===== src/rtl/serial_arith_defs.sv =====
// rtl/serial_arith_defs.sv - shared state and mode encodings for the serial arithmetic blocks
package serial_arith_defs;

  typedef enum logic [1:0] {
    ST_IDLE  = 2'd0,
    ST_SHIFT = 2'd1,
    ST_DONE  = 2'd2
  } state_t;

  localparam logic MODE_ADD = 1'b0;
  localparam logic MODE_SUB = 1'b1;

endpackage


===== src/rtl/serial_add_sub_if.sv =====
// rtl/serial_add_sub_if.sv - start/busy/done operation interface of the serial adder/subtractor
interface serial_add_sub_if #(
  parameter int WIDTH = 8
);

  logic             start;
  logic             mode;
  logic [WIDTH-1:0] a;
  logic [WIDTH-1:0] b;
  logic [WIDTH-1:0] result;
  logic             cout_bout;
  logic             overflow;
  logic             busy;
  logic             done;

  // controller side: issues operations, consumes results
  modport master (
    output start, mode, a, b,
    input  result, cout_bout, overflow, busy, done
  );

  // arithmetic unit side
  modport slave (
    input  start, mode, a, b,
    output result, cout_bout, overflow, busy, done
  );

endinterface


===== src/rtl/add_sub_cell.sv =====
// rtl/add_sub_cell.sv - 1-bit full adder / full subtractor cell
module add_sub_cell
  import serial_arith_defs::*;
(
  input  logic a,
  input  logic b,
  input  logic cin,
  input  logic mode,
  output logic s,
  output logic cout
);

  // sum and difference bits are the same three-input parity
  assign s = a ^ b ^ cin;

  // carry for add, borrow for subtract
  assign cout = (mode == MODE_SUB) ? ((~a & b) | (cin & ~(a ^ b)))
                                   : ((a & b) | (cin & (a ^ b)));

endmodule


===== src/rtl/serial_add_sub.sv =====
// rtl/serial_add_sub.sv - bit-serial LSB-first adder/subtractor with start/busy/done handshake
module serial_add_sub
  import serial_arith_defs::*;
#(
  parameter int WIDTH = 8
) (
  input  logic              clk,
  input  logic              rst,
  serial_add_sub_if.slave   bus
);

  localparam int CW = $clog2(WIDTH);

  state_t           state;
  logic [WIDTH-1:0] a_sh;
  logic [WIDTH-1:0] b_sh;
  // holds the WIDTH-1 result bits already produced; the newest bit enters at the top
  logic [WIDTH-2:0] res_sh;
  logic             mode_r;
  logic             carry;
  logic [CW-1:0]    cnt;
  logic             a_msb;
  logic             b_msb;

  logic [WIDTH-1:0] result_r;
  logic             cout_r;
  logic             ovf_r;
  logic             busy_r;
  logic             done_r;

  logic             cell_s;
  logic             cell_c;
  logic [WIDTH-1:0] res_next;
  logic             ovf_next;
  logic             last_bit;

  add_sub_cell u_cell (
    .a    (a_sh[0]),
    .b    (b_sh[0]),
    .cin  (carry),
    .mode (mode_r),
    .s    (cell_s),
    .cout (cell_c)
  );

  assign res_next = {cell_s, res_sh};
  assign last_bit = (cnt == CW'(WIDTH - 1));

  // signed overflow from the latched operand sign bits and the final result bit
  always_comb begin
    ovf_next = 1'b0;
    if (mode_r == MODE_SUB) begin
      ovf_next = (a_msb != b_msb) && (cell_s != a_msb);
    end else begin
      ovf_next = (a_msb == b_msb) && (cell_s != a_msb);
    end
  end

  // control FSM, operand/result shifting and registered outputs
  always_ff @(posedge clk or posedge rst) begin
    if (rst) begin
      state    <= ST_IDLE;
      a_sh     <= '0;
      b_sh     <= '0;
      res_sh   <= '0;
      mode_r   <= 1'b0;
      carry    <= 1'b0;
      cnt      <= '0;
      a_msb    <= 1'b0;
      b_msb    <= 1'b0;
      result_r <= '0;
      cout_r   <= 1'b0;
      ovf_r    <= 1'b0;
      busy_r   <= 1'b0;
      done_r   <= 1'b0;
    end else begin
      done_r <= 1'b0;
      case (state)
        ST_IDLE, ST_DONE: begin
          if (bus.start) begin
            a_sh   <= bus.a;
            b_sh   <= bus.b;
            mode_r <= bus.mode;
            a_msb  <= bus.a[WIDTH-1];
            b_msb  <= bus.b[WIDTH-1];
            carry  <= 1'b0;
            cnt    <= '0;
            busy_r <= 1'b1;
            state  <= ST_SHIFT;
          end else begin
            state  <= ST_IDLE;
          end
        end
        ST_SHIFT: begin
          a_sh   <= a_sh >> 1;
          b_sh   <= b_sh >> 1;
          res_sh <= res_next[WIDTH-1:1];
          carry  <= cell_c;
          if (last_bit) begin
            // counter parks at WIDTH-1 rather than wrapping
            result_r <= res_next;
            cout_r   <= cell_c;
            ovf_r    <= ovf_next;
            busy_r   <= 1'b0;
            done_r   <= 1'b1;
            state    <= ST_DONE;
          end else begin
            cnt <= cnt + 1'b1;
          end
        end
        default: state <= ST_IDLE;
      endcase
    end
  end

  assign bus.result    = result_r;
  assign bus.cout_bout = cout_r;
  assign bus.overflow  = ovf_r;
  assign bus.busy      = busy_r;
  assign bus.done      = done_r;

endmodule

===== src/flat_wrapper.sv =====
// flat-port wrapper written by rule: the top's interface ports become plain ports
module serial_add_sub_flat import serial_arith_defs::*;
#(
  parameter int WIDTH = 8
)
  (clk, rst, bus_start, bus_mode, bus_a, bus_b, bus_result, bus_cout_bout, bus_overflow, bus_busy, bus_done);
  serial_add_sub_if #(.WIDTH(WIDTH)) bus_i ();
  input  logic clk;
  input  logic rst;
  input wire logic [$bits(bus_i.start)-1:0] bus_start;
  input wire logic [$bits(bus_i.mode)-1:0] bus_mode;
  input wire logic [$bits(bus_i.a)-1:0] bus_a;
  input wire logic [$bits(bus_i.b)-1:0] bus_b;
  output wire logic [$bits(bus_i.result)-1:0] bus_result;
  output wire logic [$bits(bus_i.cout_bout)-1:0] bus_cout_bout;
  output wire logic [$bits(bus_i.overflow)-1:0] bus_overflow;
  output wire logic [$bits(bus_i.busy)-1:0] bus_busy;
  output wire logic [$bits(bus_i.done)-1:0] bus_done;
  assign bus_i.start = bus_start;
  assign bus_i.mode = bus_mode;
  assign bus_i.a = bus_a;
  assign bus_i.b = bus_b;
  assign bus_result = bus_i.result;
  assign bus_cout_bout = bus_i.cout_bout;
  assign bus_overflow = bus_i.overflow;
  assign bus_busy = bus_i.busy;
  assign bus_done = bus_i.done;
  serial_add_sub #(.WIDTH(WIDTH)) u_core (.clk(clk), .rst(rst), .bus(bus_i));
endmodule

===== config.mk =====
export PLATFORM = sky130hd
export DESIGN_NAME = serial_add_sub_flat
export DESIGN_NICKNAME = d
export VERILOG_FILES = /design/src/rtl/serial_arith_defs.sv /design/src/rtl/serial_add_sub_if.sv /design/src/rtl/add_sub_cell.sv /design/src/rtl/serial_add_sub.sv /design/src/flat_wrapper.sv
export SDC_FILE = /design/constraint.sdc
export NUM_CORES = 1
export LEC_CHECK = 0
export CORE_UTILIZATION = 40
export CTS_CLUSTER_SIZE = 16
export DETAILED_ROUTE_END_ITERATION = 16
export GPL_TIMING_DRIVEN = 0
export PLACE_DENSITY = 0.66
export SETUP_SLACK_MARGIN = 0.05
export SLEW_MARGIN = 20
export SYNTH_ARGS = -nofsm -noshare
export SYNTH_HDL_FRONTEND = slang
export SYNTH_SLANG_ARGS = --single-unit

===== constraint.sdc =====
create_clock -name clk -period 3.6 [get_ports clk]
set_clock_uncertainty 0.2 [all_clocks]
set_input_delay 0.54 -clock clk [delete_from_list [all_inputs] [get_ports clk]]
set_output_delay 0.54 -clock clk [all_outputs]
set_load 0.005 [all_outputs]

**Word-level counts from Yosys, hierarchy flattened**

Cells that the tools add are included.

- Bits in registers: 44

- Add/sub/neg operators: 1
- Eq/ne operators: 9
- Multiplexer cells: 19
- Reduce and logical (&&, ||, !) cells: 10
- Bitwise logic cells: 10

Operators with widths:

| kind | count |
|---|---|
| case mux 8 bit (2 select lines) | 2 |
| two-way mux 8 bit | 2 |
| two-way mux 1 bit | 8 |
| two-way mux 3 bit | 2 |
| case mux 3 bit (2 select lines) | 1 |
| AND reduction 2 bit | 3 |
| AND reduction 3 bit | 2 |
| AND 1 bit | 4 |
| inequality test 2 bit, second input constant | 2 |
| case mux 1 bit (2 select lines) | 2 |
| case mux 2 bit (2 select lines) | 1 |
| adder 3 x 1 -> 3 bit, second input constant | 1 |
| equality test 3 bit, second input constant | 1 |
| equality test 2 x 1 -> 1 bit, second input constant | 1 |
| equality test 2 bit, second input constant | 1 |
| logical AND 1 bit | 2 |
| zero test 2 bit | 1 |
| two-way mux 2 bit | 1 |
| inequality test 1 bit | 2 |
| inequality test 2 x 1 -> 1 bit, second input constant | 1 |
| inverter 1 bit | 2 |
| bitwise OR 1 bit | 2 |
| nonzero test 2 bit | 1 |
| OR reduction 2 bit | 1 |
| other kinds (2) | 3 |

**Longest topological paths before layout**

Gate-level depths: netlist of the first run.

- Word-level depth: 6
- Depth in mapped cells: 6

**By module**

From an unflattened synthesis of the first run, not the netlist that was laid out.

- Cells, all modules: 142
- Area total of the unflattened synthesis: 1920.6 µm²

Modules (own cells, without submodules):

| module | sequential area each (µm²) | area an instance (µm²) | instances | cells an instance |
|---|---|---|---|---|
| serial_add_sub | 1101.1 | 1859.3 | 1 | 136 |
| add_sub_cell | 0.0 | 61.3 | 1 | 6 |

**Worst setup path before layout of the first run**

Ideal clock, no wire load.

- Kind: reg-to-reg
- Start point: register u_core.cnt[0]
- End point: register u_core.result_r[0] (netlist: u_core.bus.result[0])
- Data required time: 3.272 ns
- Buffers on the path: 1
- Period minus slack after synthesis: 1.772 ns
- Stages on the path, launching flop included: 6
- Data arrival time: 1.445 ns
- Path slack: 1.828 ns
- Cell sequence: dfrtp_1 ha_1 ha_1 nand3b_1 buf_2 mux2_1

- Cells in the longest elaborated chain, start to end: 2

Ends and longest elaborated chain:

| element | RTL line | RTL |
|---|---|---|
| start: declaration | serial_add_sub.sv:21 | `logic [CW-1:0] cnt;` |
| start signal: assignment | serial_add_sub.sv:108 | `cnt <= cnt + 1'b1;` |
| equality test 3 bit | serial_add_sub.sv:47 | `assign last_bit = (cnt == CW'(WIDTH - 1));` |
| AND reduction 2 bit (no source line) | - |  |
| end signal: assignment | serial_add_sub.sv:101 | `result_r <= res_next;` |
| end: declaration | serial_add_sub.sv:25 | `logic [WIDTH-1:0] result_r;` |

Every way passes these cells.
A chain may end at the register's enable or synchronous reset.

**Worst setup path in the final report of the first run**

- Start point: register u_core.cnt[0]
- End point: register u_core.result_r[1] (netlist: u_core.bus.result[1])

Same word-level chain as after synthesis.

==> results by group, run 1 <==
Run status
  • Outcome: completed

Placement
  • DP HPWL: 2490 um
  • I/O Buffers: 31
  • GPL Wtd Cong: roughly 0.71
  • Cell Area, Placed: 2250 sq um
  • Placed cell count: ~230

Synthesis
  • Mean post-synth cell area: about 13 sq um
  • Post-synthesis sequential area ratio: about three fifths
  • Synth Area in Adders: 3.50%
  • Post-synthesis mux area share: a little over a tenth
  • Yosys warning count: 0
  • Syn Nets: 169
  • Xor and xnor fraction of the mapped netlist area: 0.472%
  • Simple-Gate Fraction of Synth Area: roughly 7.4%
  • Post-synthesis cell type count: 27
  • #FFs+latches synth: 44
  • Mapped cell area: between 1500 and 2000 sq um
  • Post-Synthesis Cells: 145
  • Main combinational cell family by area after synthesis: compound AO/OA/AOI/OAI gates
  • Compound-cell area share of the yosys netlist: between 10% and 20%

Route
  • Drt total wl: 3360 um
  • Initial DRC count: slightly above 50
  • Post-route ant nets: 0
  • Router iterations before antenna repair: 3
  • DRC: 0
  • Vias: roughly 1200
  • Avg Vias per Cell: 5.15
  • Routed len/inst: ~14 um

Clock network
  • CTS resizes: 0
  • Clock Sinks: 44
  • Longest Clk Path Bufs: 2
  • TritonCTS clock tree: done
  • H-tree levels: 2
  • Clock Latency Late Sink: about 290 ps
  • CTS Buf Count: 5
  • Post-cts hold buffer count: 0
  • Root buf cell: clkbuf_8
  • Clock-pin slew on the worst setup and hold paths: 80 ps
  • Post-CTS Setup Inserts: 0

Timing
  • Max Clk Rate: between 500 and 600 MHz
  • Worst hold slack: 281 ps
  • Minimum clock period: between 1500 and 2000 ps
  • Final setup viols: 0
  • Measured slew at the worst slew-check pin: roughly 410 ps
  • RSZ-0062 raised after global routing: no
  • Final period util: a little over half
  • Slew HR: about 73%
  • Final Hold Viols: 0
  • Setup TNS: 0 ps
  • Pins over their slew limit: 0

Die
  • Std cell rows: 24
  • Die Footprint: a little under 5000 sq um
  • Num ports: 32
  • Die extent in y: 70.1 um
  • Initial Util: 42.1%
  • Die Width: ~70 um
  • Core Area: around 4400 sq um

Critical path
  • Crit-path max cell delay: 410 ps
  • Slowest-stage cell, CP: dfrtp_1
  • Critical Path, Cell by Cell: ha_1, ha_1, nand3b_1, buf_2, mux2_1
  • Crit. Startpoint: u_core.cnt[0]
  • Crit path required time: 3580 ps
  • Crit. End Element: flip-flop
  • Crit-path max FO: 10
  • Most frequent CP cell: ha_1
  • Setup Crit Path Kind: reg2reg
  • Crit Reg-Reg Startpoint: u_core.cnt[0]
  • Delay-heaviest family, CP: adder cells
  • Startpoint Class: flip-flop
  • WP buf/inv: 1
  • Critical Path AT: 1950 ps

Job
  • Maxcap violations: 0

Cells and area
  • Fin area: ~2300 sq um
  • Commonest non-fill, non-tap cell in the layout: dfrtp_1
  • Antenna Cells: 0
  • Non-Filler Instances: 236
  • Area grow syn2layout: 25.5%
  • Final net count: about 210
  • Share of layout cells above drive strength 1: 11.4%
  • Commonest cells after routing, fill and taps aside: dfrtp_1 (44), clkdlybuf4s50_1 (31), a22o_1 (15), a21o_1 (13), nand2_1 (13)

Global routing
  • Grt total ovfl: 0
  • First-pass GRT wire length: 6010 um
  • GR Util All Layers: 15.9%
  • Grt met3 use: under 10%
  • Met2 Usage GRT: approximately a quarter
  • Antenna violations before repair: 0
  • Largest net degree at the start of global routing: 28
  • Vias in the first global route: between 1000 and 1500
  • Met1 usage: between 10% and 20%
  • Top Usage Layer GRT: met2

Power
  • Max IR drop VDD: 0.000306 V
  • Leak: between 1 and 1.5 nW
  • PwrDens: ~830 nW/um^2

Hold path
  • Min-delay src: u_core.a_sh[3]
  • Worst min path class: reg2reg
-- power by group --
group | switching [mW] | internal, mW | total (mW)
combinational | 0.339 | 0.453 | 0.792
clock | 0.149 | 0.132 | 0.281
sequential | 0.144 | 0.724 | 0.868
-- logic make-up (layout without fill, tap and decap cells) --
| kind of cell | count (synthesis) | count (layout) |
|---|---|---|
| adders and majority gates | 4 | 4 |
| DFF | 44 | 44 |
| and+or+nand+nor | 27 | 27 |
| buffers and inverters | 17 | 56 |
| xor gates and xnor gates | 1 | 1 |
| AOI/OAI and AO/OA | 34 | 34 |
| muxes | 18 | 18 |
-- layout make-up --
cell class / count / area [sq um]
buffer: 9 / 51.3
clock buffer: 6 / 72.6
fill: 400 / 2080
multi-input combinational: 84 / 674
sequential: 44 / 1100
timing repair buffer: 32 / 330
inverter: 8 / 30.0
clock inverter: 1 / 5.00
tap: 52 / 65.1
-- state kept, by name, summed over array words and instances (netlist names), 2 cells and up --
signal and flops:
u_core.a_sh 8, u_core.b_sh 8, u_core.bus.result 8, u_core.cnt 3, u_core.res_sh 7, u_core.state 2
-- per-layer routing --
| metal | wire length [um] | up-vias |
|---|---|---|
| met1 | 1540 | 603 |
| met4 | 49 | 0 |
| met3 | 165 | 5 |
| met5 | 0 | - |
| li1 | - | 574 |
| met2 | 1610 | 33 |
-- synth_stat cells, drive strengths merged --
library cell | count | area [sq um]
dfrtp | 44 | 1100
a22o | 15 | 131
mux2 | 15 | 169
a21o | 13 | 97.6
nand2 | 13 | 48.8
inv | 8 | 30.0
buf | 7 | 43.8
o21ai | 5 | 25.0
nor2b | 4 | 27.5
mux2i | 3 | 30.0
nand3 | 3 | 15.0
nor2 | 3 | 18.8
clkbuf | 2 | 7.51
fa | 2 | 40.0
ha | 2 | 25.0
a221o | 1 | 10.0
nand2b | 1 | 6.26
nand3b | 1 | 7.51
nor3 | 1 | 5.00
or3b | 1 | 8.76
xnor2 | 1 | 8.76
-- stage by stage --
| stage | worst slack, ps | power, mW | util, % |
|---|---|---|---|
| 4_1_cts | 1610 | 1.97 | 52.8 |
| 5_1_grt | 1530 | 2.12 | 52.8 |
| 3_5_place_dp | 1380 | 1.68 | 51.0 |
| 3_3_place_gp | 981 | 1.63 | 50.6 |
| 2_1_floorplan | 1830 | 1.39 | - |
| 6_report | 1630 | 1.94 | 52.8 |
-- path summary, 6_finish.rpt --
check                                             to  slack (ps)  cells after the start
worst max-delay path            u_core.bus.result[1]        1630                      5
worst min register to register        u_core.a_sh[3]         280                      1
min in group asynchronous           u_core.res_sh[2]         350                      2
max in group asynchronous             u_core.b_sh[7]        2360                      3
worst max register to register  u_core.bus.result[1]        1630                      5
worst min-delay path                  u_core.a_sh[3]         280                      1
(Power assumes the default switching activity.)
==> inputs of run 2 (changes only) <==
Settings changed: PLACE_DENSITY 0.66 to 0.69.
Clock period 3.6 ns to 1.63 ns, I/O delays scaled along.
==> run 2 against run 1 <==
  * The run now ends with setup timing left
  * First-iteration DRC count grew 31%
  * Setup slack got worse by 1700 ps
  * Combinational power rose to 3.1 times the previous value
  * Sequential power is 120% higher
  * Hold slack lost 200 ps
  * Die area stayed put
  * Total power grew to 2.8 times the previous value
  * Flip-flop and latch count did not move
  * Utilization increased by 7.9 points
  * Critical path type unchanged
  * Cell count increased by 7.6%
  * Largest power group is now combinational cells
  * Clock-buffer cell count shrank 1
==> results by group, run 2 (same netlist as run 1, synthesis figures left out) <==
Cells and area
  • Commonest cells after routing, fill and taps aside: dfrtp_1 (44), buf_4 (20), clkdlybuf4s50_1 (19), a22o_1 (15)
  • Final net count: approximately 230
  • Fin util: about three fifths
  • Share of layout cells above drive strength 1: 31.2%
  • Commonest non-fill, non-tap cell in the layout: dfrtp_1
  • Fill cells: around 340
  • Antenna Cells: 0
  • Area grow syn2layout: 44.1%

Power
  • Tot Pwr: approximately 5.4 mW
  • Leak: 1.42 nW
  • PwrDens: roughly 2000 nW/um^2
  • Max IR drop VDD: about 0.00084 V

Route
  • DRC: 0
  • Drt total wl: ~3700 um
  • Routed len/inst: ~15 um
  • Initial DRC count: 67
  • Vias: roughly 1300
  • Avg Vias per Cell: ~5
  • Post-route ant nets: 0
  • Router iterations before antenna repair: 4

Clock network
  • CTS Buf Count: 5
  • H-tree levels: 2
  • Clock Latency Late Sink: 300 ps
  • Post-cts hold buffer count: 0
  • Clock-pin slew on the worst setup and hold paths: around 80 ps
  • TritonCTS clock tree: done
  • Clock Sinks: 44
  • Root buf cell: clkbuf_8
  • Longest Clk Path Bufs: 2

Die
  • Die Footprint: ~4900 sq um
  • Num ports: 32
  • Core Area: roughly 4400 sq um
  • Std cell rows: 24
  • Initial Util: 42.1%
  • Die extent in y: 70.1 um
  • Die Width: between 70 and 80 um

Timing
  • Setup TNS: -216 ps
  • Worst hold slack: roughly 84 ps
  • Final period util: 102%
  • Final setup margin: -30.0 ps
  • Pins over their slew limit: 0
  • Slew HR: 66.7%
  • Max Clk Rate: approximately 600 MHz
  • Minimum clock period: approximately 1700 ps
  • RSZ-0062 raised after global routing: yes
  • Measured slew at the worst slew-check pin: 499 ps
  • Final setup viols: 11
  • Final Hold Viols: 0

Run status
  • Violated checks: setup timing
  • Outcome: complete, but fails checks

Critical path
  • Reg-to-reg endpoint: u_core.cnt[1]
  • R2R depth: 5
  • Startpoint Class: flip-flop
  • Setup Crit Path Kind: reg2reg
  • R2r setup slk: -30 ps
  • Crit-path max FO: 7
  • Most frequent CP cell: ha_4
  • Crit path required time: 1620 ps
  • Crit-path max cell delay: about 440 ps
  • Slowest-stage cell, CP: or3b_4
  • Crit Reg-Reg Startpoint: u_core.cnt[0]
  • Critical Path, Cell by Cell: ha_4, ha_4, or3b_4, nand3_1, o21ai_1
  • Crit. End Element: flip-flop
  • Critical Path AT: between 1500 and 2000 ps

Global routing
  • Antenna violations before repair: 0
  • Vias in the first global route: between 1000 and 1500
  • GR Util All Layers: 16.3%
  • Largest net degree at the start of global routing: 25
  • Grt total ovfl: 0
  • First-pass GRT wire length: a little over 6000 um

Placement
  • DP HPWL: 2490 um
  • Pre-CTS WS: -274 ps
  • GPL Wtd Cong: roughly 0.73
  • I/O Buffers: 31

Job
  • Maxcap violations: 0

Hold path
  • Worst min path class: in2async
run 2: changes by cell type in the layout (fill, tap and decap cells not counted), sizes merged, moves of 2 or more:
cell,change
bufinv,+2
dlygate4sd2,+9
clkdlybuf4s50,-12
clkbuf,-2
dlymetal6s2s,+3
buf,+19
run 2: critical path, delay by kind of cell, from the launching register on:
family | cells | cell delay (ps)
compound gates | 1 | 60
fa+ha+maj | 2 | 330
simple gates | 2 | 540
flops | 1 | 420
run 2: report_power, final:
group          internal, mW  total (mW)  switching [mW]  leakage [nW]
combinational          1.51        2.45           0.940         0.807
clock                 0.603       0.965           0.362        0.0642
sequential             1.60        1.94           0.338         0.544
total                  3.71        5.35            1.64          1.42
run 2: timing repair:
item,CTS,global route
setup endpoints to repair,26,35
setup buffers,12,8
pin swaps,1,8
resized for setup,21,29
run 2: worst max-delay path by stage:
stage	endpoint	startpoint	slack [ps]
6_report	u_core.cnt[1]	u_core.cnt[0]	-30
5_1_grt	u_core.bus.overflow	u_core.b_sh[0]	-90
4_1_cts	u_core.cnt[1]	u_core.cnt[1]	-80
3_5_place_dp	u_core.b_sh[0]	bus_start	-270
3_3_place_gp	u_core.b_sh[6]	rst	-700
2_1_floorplan	u_core.bus.result[0]	u_core.cnt[0]	-30
run 2: routing by layer:
metal,part of all wire [%],vias to the layer above,GRT usage [%]
met5,0,-,0
met4,1.7,0,6.67
met3,4.7,8,4.33
met2,50,35,27.4
met1,44,632,20.0
li1,-,611,-
run 2: final cells by class:
cell class	instances	area, sq um	area share [%]
flip-flops and latches	44	1100	41.1
multi-input cells	84	793	29.6
repair buffers	51	484	18.1
plain buffers	8	73.8	2.76
clock buffers	5	68.8	2.57
well taps	52	65.1	2.43
clock inverters	2	60.1	2.24
inverters	8	30.0	1.12
run 2: metrics by stage:
step / cell area (sq um) / cells
after floorplan: 1880 / 145
after global placement: 2260 / 228
after detailed placement: 2290 / 229
after CTS: 2520 / 248
after global routing: 2680 / 254
final: 2680 / 254
